File: src/rtl/mem_arb_pkg.sv
// rtl/mem_arb_pkg.sv - shared types and defaults for the I/D memory arbiter
package mem_arb_pkg;
    typedef enum logic [1:0] {
        IDLE = 2'd0,
        BUSY = 2'd1,
        DONE = 2'd2
    } state_t;

    typedef enum logic {
        OWN_I = 1'b0,
        OWN_D = 1'b1
    } owner_t;

    localparam int MEM_LAT_DEFAULT      = 4;
    localparam int MAX_D_STREAK_DEFAULT = 2;
endpackage

File: src/rtl/mem_arb_pick.sv
// rtl/mem_arb_pick.sv - winner select with D-streak fairness counter
module mem_arb_pick
    import mem_arb_pkg::*;
#(
    parameter int MAX_D_STREAK = MAX_D_STREAK_DEFAULT
) (
    input  logic   clk,
    input  logic   rst_n,
    input  logic   i_req,
    input  logic   d_req,
    input  logic   take,
    output owner_t win
);
    localparam int SW = $clog2(MAX_D_STREAK + 1);
    localparam logic [SW-1:0] STREAK_MAX = SW'(MAX_D_STREAK);

    logic [SW-1:0] d_streak;

    // D is preferred unless I has been passed over MAX_D_STREAK times in a row
    always_comb begin
        win = OWN_I;
        if (d_req && !(i_req && d_streak == STREAK_MAX)) begin
            win = OWN_D;
        end
    end

    always_ff @(posedge clk) begin
        if (!rst_n) begin
            d_streak <= '0;
        end else if (take) begin
            if (win == OWN_D && i_req) begin
                if (d_streak != STREAK_MAX) begin
                    d_streak <= d_streak + SW'(1);
                end
            end else begin
                d_streak <= '0;
            end
        end
    end
endmodule

File: src/rtl/mem_arbiter.sv
// rtl/mem_arbiter.sv - single-outstanding I/D arbiter for a fixed-latency memory
module mem_arbiter
    import mem_arb_pkg::*;
#(
    parameter int MEM_LAT      = MEM_LAT_DEFAULT,
    parameter int MAX_D_STREAK = MAX_D_STREAK_DEFAULT
) (
    input  logic        clk,
    input  logic        rst_n,
    input  logic        i_req,
    input  logic [15:0] i_addr,
    output logic        i_ack,
    output logic [15:0] i_rdata,
    output logic        i_gnt,
    input  logic        d_req,
    input  logic        d_wr,
    input  logic [15:0] d_addr,
    input  logic [15:0] d_wdata,
    output logic        d_ack,
    output logic [15:0] d_rdata,
    output logic        d_gnt,
    output logic        mem_en,
    output logic        mem_wr,
    output logic [15:0] mem_addr,
    output logic [15:0] mem_wdata,
    input  logic [15:0] mem_rdata,
    output logic        busy
);
    localparam int CW = $clog2(MEM_LAT + 1);

    state_t        state;
    owner_t        owner;
    owner_t        win;
    logic [CW-1:0] cnt;
    logic          take;

    assign take = (state == IDLE) && (i_req || d_req);

    mem_arb_pick #(
        .MAX_D_STREAK(MAX_D_STREAK)
    ) u_pick (
        .clk  (clk),
        .rst_n(rst_n),
        .i_req(i_req),
        .d_req(d_req),
        .take (take),
        .win  (win)
    );

    always_ff @(posedge clk) begin
        if (!rst_n) begin
            state     <= IDLE;
            owner     <= OWN_I;
            cnt       <= '0;
            busy      <= 1'b0;
            i_ack     <= 1'b0;
            d_ack     <= 1'b0;
            i_gnt     <= 1'b0;
            d_gnt     <= 1'b0;
            i_rdata   <= '0;
            d_rdata   <= '0;
            mem_en    <= 1'b0;
            mem_wr    <= 1'b0;
            mem_addr  <= '0;
            mem_wdata <= '0;
        end else begin
            mem_en <= 1'b0;
            i_ack  <= 1'b0;
            d_ack  <= 1'b0;
            case (state)
                IDLE: begin
                    if (take) begin
                        state  <= BUSY;
                        busy   <= 1'b1;
                        owner  <= win;
                        mem_en <= 1'b1;
                        cnt    <= CW'(MEM_LAT);
                        if (win == OWN_D) begin
                            d_gnt     <= 1'b1;
                            mem_wr    <= d_wr;
                            mem_addr  <= d_addr;
                            mem_wdata <= d_wdata;
                        end else begin
                            i_gnt     <= 1'b1;
                            mem_wr    <= 1'b0;
                            mem_addr  <= i_addr;
                            mem_wdata <= '0;
                        end
                    end
                end
                BUSY: begin
                    // cnt reaches 0 exactly in the cycle mem_rdata is valid
                    if (cnt == '0) begin
                        state <= DONE;
                        if (owner == OWN_I) begin
                            i_rdata <= mem_rdata;
                            i_ack   <= 1'b1;
                        end else begin
                            if (!mem_wr) begin
                                d_rdata <= mem_rdata;
                            end
                            d_ack <= 1'b1;
                        end
                    end else begin
                        cnt <= cnt - CW'(1);
                    end
                end
                DONE: begin
                    state <= IDLE;
                    busy  <= 1'b0;
                    i_gnt <= 1'b0;
                    d_gnt <= 1'b0;
                end
                default: state <= IDLE;
            endcase
        end
    end
endmodule

File: config.mk
export PLATFORM = sky130hd
export DESIGN_NAME = mem_arbiter
export DESIGN_NICKNAME = d
export VERILOG_FILES = /design/src/rtl/mem_arb_pkg.sv /design/src/rtl/mem_arb_pick.sv /design/src/rtl/mem_arbiter.sv
export SDC_FILE = /design/constraint.sdc
export NUM_CORES = 1
export LEC_CHECK = 0
export CORE_ASPECT_RATIO = 1.1
export CORE_MARGIN = 5
export CORE_UTILIZATION = 42
export DETAILED_ROUTE_END_ITERATION = 8
export PLACE_DENSITY = 0.89
export SLEW_MARGIN = 30
export SYNTH_ARGS = -nofsm -noshare
export SYNTH_HDL_FRONTEND = slang
export SYNTH_SLANG_ARGS = --single-unit
File: constraint.sdc
create_clock -name clk -period 2 [get_ports clk]
set_input_delay 0.2 -clock clk [delete_from_list [all_inputs] [get_ports clk]]
set_output_delay 0.2 -clock clk [all_outputs]
set_load 0.03 [all_outputs]
==> results of run 1 <==
==> how the worst max path moves through the flow <==
stage,cells past startpoint,from,end,slack (ns)
after floorplan,6,cnt[0]$_SDFFE_PN0P_,i_rdata[10]$_SDFFE_PN0P_,0.49
after global placement,4,i_req,mem_addr[8]$_SDFFE_PN0P_,0.36
after detailed placement,4,d_req,mem_addr[10]$_SDFFE_PN0P_,0.29
after CTS,5,u_pick.d_streak[0]$_SDFFE_PN0P_,mem_addr[10]$_SDFFE_PN0P_,0.33
after global routing,4,state[0]$_SDFFE_PN0P_,mem_wdata[15]$_SDFFE_PN0P_,0.17
final,5,u_pick.d_streak[0]$_SDFFE_PN0P_,mem_addr[10]$_SDFFE_PN0P_,0.31
==> per-stage QoR <==
| stage | utilization [%] | power (W) | cell area (µm²) | setup slack (ns) | hold WS (ns) |
|---|---|---|---|---|---|
| global route | 66.1 | 0.00446 | 4940 | 0.170 | 0.334 |
| CTS | 66.1 | 0.00431 | 4940 | 0.331 | 0.282 |
| floorplan | - | 0.00246 | 3240 | 0.491 | 0.352 |
| detailed placement | 62.9 | 0.00293 | 4700 | 0.289 | 0.447 |
| finish | 66.1 | 0.00427 | 4940 | 0.312 | 0.300 |
| global placement | 62.9 | 0.00290 | 4700 | 0.361 | 0.443 |
==> cell usage after synthesis (all sizes together) <==
| cell type | n | share of area (%) |
|---|---|---|
| a21bo | 1 | 0.31 |
| clkinv | 1 | 0.12 |
| o211a | 1 | 0.31 |
| o21ai | 20 | 3.1 |
| or2 | 1 | 0.19 |
| clkbuf | 22 | 2.5 |
| and4bb | 1 | 0.39 |
| or3 | 16 | 3.1 |
| o2111a | 16 | 5.6 |
| nand4 | 1 | 0.19 |
| ha | 3 | 1.2 |
| dfxtp | 79 | 49 |
| nand3b | 2 | 0.46 |
| o32ai | 1 | 0.27 |
| and3 | 1 | 0.19 |
| nand2 | 53 | 6.1 |
| nor2 | 7 | 1.0 |
| nand3 | 18 | 2.8 |
| nand4b | 17 | 4.6 |
| mux2i | 33 | 10 |
| a21boi | 1 | 0.23 |
| a31oi | 1 | 0.19 |
| o22ai | 2 | 0.39 |
| buf | 8 | 1.8 |
| nand2b | 5 | 0.96 |
| nor3 | 2 | 0.66 |
| nor2b | 1 | 0.19 |
| a21oi | 23 | 3.6 |
| inv | 4 | 0.46 |
| nor4 | 1 | 0.19 |
==> metal layers <==
metal	routed length (µm)	up-vias
met4	138	0
met1	3660	1429
met5	0	-
met3	516	13
met2	4820	92
li1	-	1483
==> area by class of cell <==
type                    count  area (µm²)  area share, %
flip-flops and latches     79        1580           32.0
multi-input cells         228        1500           30.5
repair buffers            150        1470           29.8
clock buffers              10         138           2.79
well taps                 105         131           2.66
clock inverters             4        95.1           1.93
inverters                   5        18.8          0.380
==> report_power, final <==
part	switching [W]	total, W	internal, W	leakage, nW
registers	0.0000782	0.00179	0.00171	0.647
logic	0.000612	0.00111	0.000496	1.11
clock network	0.000523	0.00137	0.000848	0.118
==> worst max-delay path, delay by kind of cell (launching register included) <==
family | cells | cell delay, ns
DFF | 1 | 0.32
adders and majority gates | 1 | 0.20
AOI/OAI and AO/OA | 1 | 0.19
buffers and inverters | 1 | 0.08
and+or+nand+nor | 2 | 0.79
==> layout by cell type (no fill, tap or decap), drive strengths merged, types with 2 or more instances in the layout <==
cell type      synthesis  layout
a21oi                 23      23
buf                    8      12
bufinv                 0       3
clkbuf                22      10
clkdlybuf4s50          0     138
clkinv                 1       2
dfxtp                 79      79
ha                     3       3
inv                    4       4
mux2i                 33      33
nand2                 53      53
nand2b                 5       5
nand3                 18      18
nand3b                 2       2
nand4b                17      17
nor2                   7       7
nor3                   2       2
o2111a                16      16
o21ai                 20      20
o22ai                  2       2
or3                   16      16
==> state kept, by name (all words and copies together) (netlist names), 2 cells and up <==
register and flops:
d_rdata 16, i_rdata 16, mem_addr 16, cnt 3, state 2, mem_wdata 16
u_pick.d_streak 2
==> cell families (layout without fill, tap and decap cells) <==
family,count (synthesis),after routing,synth area share [%]
AND/OR/NAND/NOR,126,126,21.1
flip-flops,79,79,48.8
AO/OA/AOI/OAI,66,66,13.9
buffers and inverters,35,169,4.90
multiplexers,33,33,10.2
adder cells (fa/ha/maj),3,3,1.16
==> impl_metrics.prom, run 1 <==
# TYPE chip_impl_metric gauge
chip_impl_info{name="run_status",value="finished clean"} 1
chip_impl_metric{name="drt-initial-drc-count",unit=""} 118
chip_impl_metric{name="routedWlPerCell",unit="µm"} 15.7
chip_impl_metric{name="netlist_instances",unit=""} 342
chip_impl_metric{name="setup.reg_to_reg.worst_slack",unit="ns"} 0.31
chip_impl_info{name="path_cells",value="inv_1 > ha_1 > nand2b_1 > nand4b_1 > o2111a_1"} 1
chip_impl_metric{name="power.leakage",unit="nW"} 1.88
chip_impl_metric{name="cts_htree_levels",unit=""} 3
chip_impl_metric{name="met2_usage_in_global_routing",unit="%"} 35.0
chip_impl_metric{name="tritoncts.num_buffers",unit=""} 9
chip_impl_info{name="worst_r2r_dst",value="mem_addr[10]$_SDFFE_PN0P_"} 1
chip_impl_metric{name="fraction_of_final_layout_cells_with_drive_strength_greater_than_1",unit="%"} 6.30
chip_impl_metric{name="critical_path_required",unit="ns"} 2.22
chip_impl_metric{name="drv_cap",unit=""} 0
chip_impl_info{name="critPathLaunchType",value="register"} 1
chip_impl_metric{name="cp.arrival",unit="ns"} 1.91
chip_impl_metric{name="holdBufCountCts",unit=""} 0
chip_impl_metric{name="final_hold_viol_count",unit=""} 0
chip_impl_metric{name="buffer_ports.inserted",unit=""} 139
chip_impl_metric{name="worst_pin_slew",unit="ns"} 0.733
chip_impl_metric{name="die_h",unit="µm"} 102
chip_impl_info{name="slowest_stage",value="nand2b_1"} 1
chip_impl_metric{name="finalSetupTns",unit="ns"} 0
chip_impl_metric{name="yosysWarnings",unit=""} 0
chip_impl_metric{name="dr_total_vias",unit=""} 3017
chip_impl_info{name="min-delay-start",value="rst_n"} 1
chip_impl_metric{name="final-instance-count-excl-fill",unit=""} 581
chip_impl_metric{name="clk-insertion-delay-late",unit="ns"} 0.33
chip_impl_metric{name="syn_to_final_growth",unit="%"} 52.3
chip_impl_info{name="cts.root.buffer_cell",value="clkbuf_8"} 1
chip_impl_metric{name="syn-mean-instance-area",unit="µm²"} 9.48
chip_impl_metric{name="ff2ff_path_depth",unit=""} 5
chip_impl_metric{name="power_per_cell_area",unit="mW/mm²"} 864
chip_impl_metric{name="die_w",unit="µm"} 93.8
chip_impl_metric{name="timing.fmax",unit="MHz"} 592
chip_impl_metric{name="worst_ir_drop_vdd",unit="mV"} 0.540
chip_impl_metric{name="first_global_vias",unit=""} 3109
chip_impl_metric{name="detail_route.first_pass.iterations",unit=""} 4
chip_impl_metric{name="drv_slew",unit=""} 0
chip_impl_info{name="path_type_of_the_worst_min_delay_path",value="primary input to register"} 1
chip_impl_metric{name="groute.usage.overall",unit="%"} 19.1
chip_impl_metric{name="io-pin-count",unit=""} 140
chip_impl_info{name="tritoncts",value="built"} 1
chip_impl_metric{name="synth.distinct_cells",unit=""} 35
chip_impl_metric{name="grt_remaining_overflow",unit=""} 0
chip_impl_info{name="timing_worst_setup_path_type",value="register to register"} 1
chip_impl_metric{name="final_min_period_over_clock_period",unit="%"} 84.4
chip_impl_metric{name="synth_nets",unit=""} 414
chip_impl_metric{name="maximum_number_of_pins_on_one_net_before_global_route_repair",unit=""} 48
chip_impl_metric{name="postCtsResizedCells",unit=""} 0
chip_impl_metric{name="slowest_delay",unit="ns"} 0.60
chip_impl_metric{name="setup_buffers_after_cts",unit=""} 0
chip_impl_metric{name="holdPathStages",unit=""} 3
chip_impl_metric{name="initial_core_utilization",unit="%"} 43.4
chip_impl_metric{name="global_route_wire_length_before_repair",unit="mm"} 14.8
chip_impl_metric{name="setup_viol",unit=""} 0
chip_impl_metric{name="clkSinkCount",unit=""} 79
chip_impl_metric{name="period_minus_slack",unit="ns"} 1.69
chip_impl_metric{name="antenna_cells",unit=""} 0
chip_impl_metric{name="core.rowCount",unit=""} 33
chip_impl_metric{name="dpl.cell_count",unit=""} 567
chip_impl_metric{name="hpwl",unit="mm"} 6.71
chip_impl_metric{name="grt_antenna_before_repair",unit=""} 0
chip_impl_metric{name="clk_pin_slew_worst_paths",unit="ns"} 0.08
chip_impl_info{name="grt_setup_unrepaired",value="false"} 1
chip_impl_metric{name="nNetsFinal",unit=""} 545
chip_impl_metric{name="crit_path_max_fanout",unit=""} 18
chip_impl_metric{name="wirelength",unit="mm"} 9.14
chip_impl_info{name="crit-reg2reg-launch",value="u_pick.d_streak[0]$_SDFFE_PN0P_"} 1
chip_impl_metric{name="fillCellCount",unit=""} 603
chip_impl_metric{name="core_region_area",unit="mm²"} 0.00747
chip_impl_metric{name="clock_tree.buffer_depth",unit=""} 2
chip_impl_metric{name="gr_layer_usage_met3",unit="%"} 3.76
chip_impl_metric{name="place_congestion",unit=""} 0.747
chip_impl_metric{name="post-route-drc-count",unit=""} 0
chip_impl_metric{name="post_drt_via_cell_ratio",unit=""} 5.19
chip_impl_info{name="cp-end-kind",value="register"} 1
chip_impl_metric{name="die_area",unit="mm²"} 0.00958
chip_impl_metric{name="postRouteAntennaNets",unit=""} 0
chip_impl_info{name="grt-busiest-layer",value="met2"} 1
chip_impl_metric{name="synth.cell_area",unit="mm²"} 0.00324
chip_impl_metric{name="synth-seq-cells",unit=""} 79
chip_impl_info{name="worst_hold_path.endpoint",value="busy$_SDFFE_PN0P_"} 1
chip_impl_metric{name="maxSlewHeadroom",unit="%"} 51.1
chip_impl_metric{name="skew",unit="ns"} 0.00958
chip_impl_metric{name="yosysSeqAreaShare",unit="%"} 48.8
chip_impl_metric{name="globalRouteMet1Util",unit="%"} 22.4
(Power assumes the default switching activity.)
==> run 2, diff against run 1 <==
==> constraint.sdc (replaced) <==
create_clock -name clk -period 1.65 [get_ports clk]
set_input_delay 0.165 -clock clk [delete_from_list [all_inputs] [get_ports clk]]
set_output_delay 0.165 -clock clk [all_outputs]
set_load 0.03 [all_outputs]
==> run 2 against run 1 <==
Against the previous run:
- clock power increased by 6%
- sequential power grew 21%
- core utilization up 0.65 points
==> impl_metrics.prom, run 2 (synthesis results as in run 1) <==
# TYPE chip_impl_metric gauge
chip_impl_metric{name="timing.fmax",unit="MHz"} 638
chip_impl_metric{name="maximum_number_of_pins_on_one_net_before_global_route_repair",unit=""} 49
chip_impl_metric{name="tritoncts.num_buffers",unit=""} 9
chip_impl_metric{name="maxSlewHeadroom",unit="%"} 56.7
chip_impl_info{name="cts.root.buffer_cell",value="clkbuf_8"} 1
chip_impl_metric{name="cp.arrival",unit="ns"} 1.40
chip_impl_metric{name="postRouteAntennaNets",unit=""} 0
chip_impl_metric{name="clock_tree.buffer_depth",unit=""} 2
chip_impl_metric{name="clk_pin_slew_worst_paths",unit="ns"} 0.07
chip_impl_metric{name="grt_antenna_before_repair",unit=""} 0
chip_impl_metric{name="global_route_wire_length_before_repair",unit="mm"} 14.6
chip_impl_metric{name="p_int",unit="W"} 0.00345
chip_impl_metric{name="post_drt_via_cell_ratio",unit=""} 5.18
chip_impl_metric{name="die_area",unit="mm²"} 0.00958
chip_impl_metric{name="die_w",unit="µm"} 93.8
chip_impl_info{name="path_cells",value="clkdlybuf4s50_1"} 1
chip_impl_metric{name="slowest_delay",unit="ns"} 0.70
chip_impl_info{name="path_type_of_the_worst_min_delay_path",value="primary input to register"} 1
chip_impl_metric{name="clk-insertion-delay-late",unit="ns"} 0.35
chip_impl_info{name="cpLargestDelayFamily",value="buffers and inverters"} 1
chip_impl_metric{name="drt-initial-drc-count",unit=""} 134
chip_impl_metric{name="power.leakage",unit="nW"} 1.90
chip_impl_metric{name="core_region_area",unit="mm²"} 0.00747
chip_impl_metric{name="buffer_ports.inserted",unit=""} 139
chip_impl_metric{name="place_area",unit="mm²"} 0.00477
chip_impl_metric{name="sequentialPowerShare",unit="%"} 43.2
chip_impl_metric{name="first_global_vias",unit=""} 3047
chip_impl_metric{name="drv_cap",unit=""} 0
chip_impl_metric{name="grt_remaining_overflow",unit=""} 0
chip_impl_metric{name="critical_path.n_buffers_inverters",unit=""} 1
chip_impl_metric{name="combPwrFrac",unit="%"} 27.8
chip_impl_info{name="crit-reg2reg-launch",value="state[1]$_SDFFE_PN0P_"} 1
chip_impl_metric{name="finalSetupTns",unit="ns"} 0
chip_impl_metric{name="clock_power_share",unit="%"} 29.0
chip_impl_metric{name="nNetsFinal",unit=""} 549
chip_impl_metric{name="antenna_cells",unit=""} 0
chip_impl_metric{name="power_per_cell_area",unit="mW/mm²"} 1000
chip_impl_info{name="timing_worst_setup_path_type",value="register to output port"} 1
chip_impl_metric{name="final_min_period_over_clock_period",unit="%"} 95.0
chip_impl_metric{name="wirelength",unit="mm"} 9.19
chip_impl_info{name="slowest_stage",value="clkdlybuf4s50_1"} 1
chip_impl_metric{name="syn_to_final_growth",unit="%"} 53.8
chip_impl_info{name="worstSetupStartpoint",value="mem_wr$_SDFFE_PN0P_"} 1
chip_impl_info{name="cp-end-kind",value="output port"} 1
chip_impl_metric{name="final_hold_viol_count",unit=""} 0
chip_impl_metric{name="post-route-drc-count",unit=""} 0
chip_impl_metric{name="swShare",unit="%"} 30.9
chip_impl_info{name="mostFrequentLayoutCell",value="clkdlybuf4s50_1"} 1
chip_impl_metric{name="drv_slew",unit=""} 0
chip_impl_metric{name="setup_buffers_after_cts",unit=""} 0
chip_impl_metric{name="crit_path_max_fanout",unit=""} 3
chip_impl_info{name="mostFrequentLayoutCells",value="clkdlybuf4s50_1 (138), dfxtp_1 (79), nand2_1 (53)"} 1
chip_impl_info{name="min-delay-start",value="rst_n"} 1
chip_impl_metric{name="period_minus_slack",unit="ns"} 1.57
chip_impl_metric{name="detail_route.first_pass.iterations",unit=""} 4
chip_impl_metric{name="worst_pin_slew",unit="ns"} 0.650
chip_impl_metric{name="setup_viol",unit=""} 0
chip_impl_metric{name="routedWlPerCell",unit="µm"} 15.7
chip_impl_metric{name="clkSinkCount",unit=""} 79
chip_impl_info{name="grt_setup_unrepaired",value="false"} 1
chip_impl_metric{name="hpwl",unit="mm"} 6.57
chip_impl_info{name="critPathLaunchType",value="register"} 1
chip_impl_metric{name="die_h",unit="µm"} 102
chip_impl_info{name="tritoncts",value="built"} 1
chip_impl_metric{name="place_congestion",unit=""} 0.760
chip_impl_metric{name="switching_power",unit="W"} 0.00154
chip_impl_metric{name="core.rowCount",unit=""} 33
chip_impl_metric{name="initial_core_utilization",unit="%"} 43.4
chip_impl_metric{name="final_design_area_no_fill",unit="mm²"} 0.00499
chip_impl_metric{name="skew",unit="ns"} 0.0122
chip_impl_metric{name="critical_path_required",unit="ns"} 1.48
chip_impl_metric{name="groute.usage.overall",unit="%"} 18.9
chip_impl_metric{name="fraction_of_final_layout_cells_with_drive_strength_greater_than_1",unit="%"} 7.68
chip_impl_metric{name="io-pin-count",unit=""} 140
chip_impl_metric{name="worst_ir_drop_vdd",unit="mV"} 0.470
chip_impl_metric{name="dr_total_vias",unit=""} 3038
chip_impl_metric{name="cts_htree_levels",unit=""} 3
chip_impl_info{name="run_status",value="finished clean"} 1
run 2: path summary, 6_finish.rpt:
kind,to,cells past startpoint,slack (ns)
hold / removal,i_ack$_SDFF_PN0_,3,0.09
setup / recovery,mem_wr,1,0.08
setup reg to reg,mem_wdata[6]$_SDFFE_PN0P_,4,0.14
hold reg to reg,i_rdata[7]$_SDFFE_PN0P_,2,0.46
run 2: power by group through the flow:
stage	combinational [W]	clock [W]	sequential, W
global placement	0.00136	0	0.00220
finish	0.00139	0.00145	0.00216
floorplan	0.000498	0	0.00248
detailed placement	0.00138	0	0.00220
global route	0.00148	0.00157	0.00218
CTS	0.00139	0.00150	0.00216
run 2: metal layers:
| metal | vias to the layer above | track usage, % | part of all wire (%) |
|---|---|---|---|
| met5 | - | 0 | 0 |
| met3 | 7 | 4.20 | 6.7 |
| li1 | 1496 | - | - |
| met2 | 109 | 34.0 | 51 |
| met4 | 0 | 5.33 | 0.87 |
| met1 | 1426 | 22.5 | 41 |
run 2: stage by stage:
step	setup slack [ns]	hold WS (ns)	cells	total power (W)	utilization (%)
4_1_cts	0.0563	0.0727	587	0.00504	66.6
3_3_place_gp	0.0738	0.436	571	0.00355	63.9
6_report	0.0831	0.0880	587	0.00500	66.7
3_5_place_dp	0.0395	0.439	571	0.00358	63.9
5_1_grt	0.00957	0.0755	587	0.00524	66.7
2_1_floorplan	0.141	0.317	342	0.00298	-
run 2: cell type report:
| cell class | instances | area, µm² |
|---|---|---|
| clock buffer | 10 | 138 |
| clock inverter | 6 | 68.8 |
| tap | 105 | 131 |
| multi-input combinational | 228 | 1510 |
| inverter | 5 | 18.8 |
| timing repair buffer | 154 | 1540 |
| fill | 584 | 2490 |
| sequential | 79 | 1580 |
run 2: timing repair:
item                                    CTS  global route
endpoints found under the hold margin     0             0
endpoints found under the setup margin    0             2
hold buffers                              0             0
resized for setup                         0             1
==> run 3, diff against run 2 <==
--- a/config.mk
+++ b/config.mk
@@ -9,6 +9,7 @@
 export CORE_MARGIN = 5
 export CORE_UTILIZATION = 42
 export DETAILED_ROUTE_END_ITERATION = 8
+export GPL_ROUTABILITY_DRIVEN = 0
 export PLACE_DENSITY = 0.89
 export SLEW_MARGIN = 30
 export SYNTH_ARGS = -nofsm -noshare
==> results of run 3 <==
No change in the layout: final DEF, timing and power equal those of run 2.
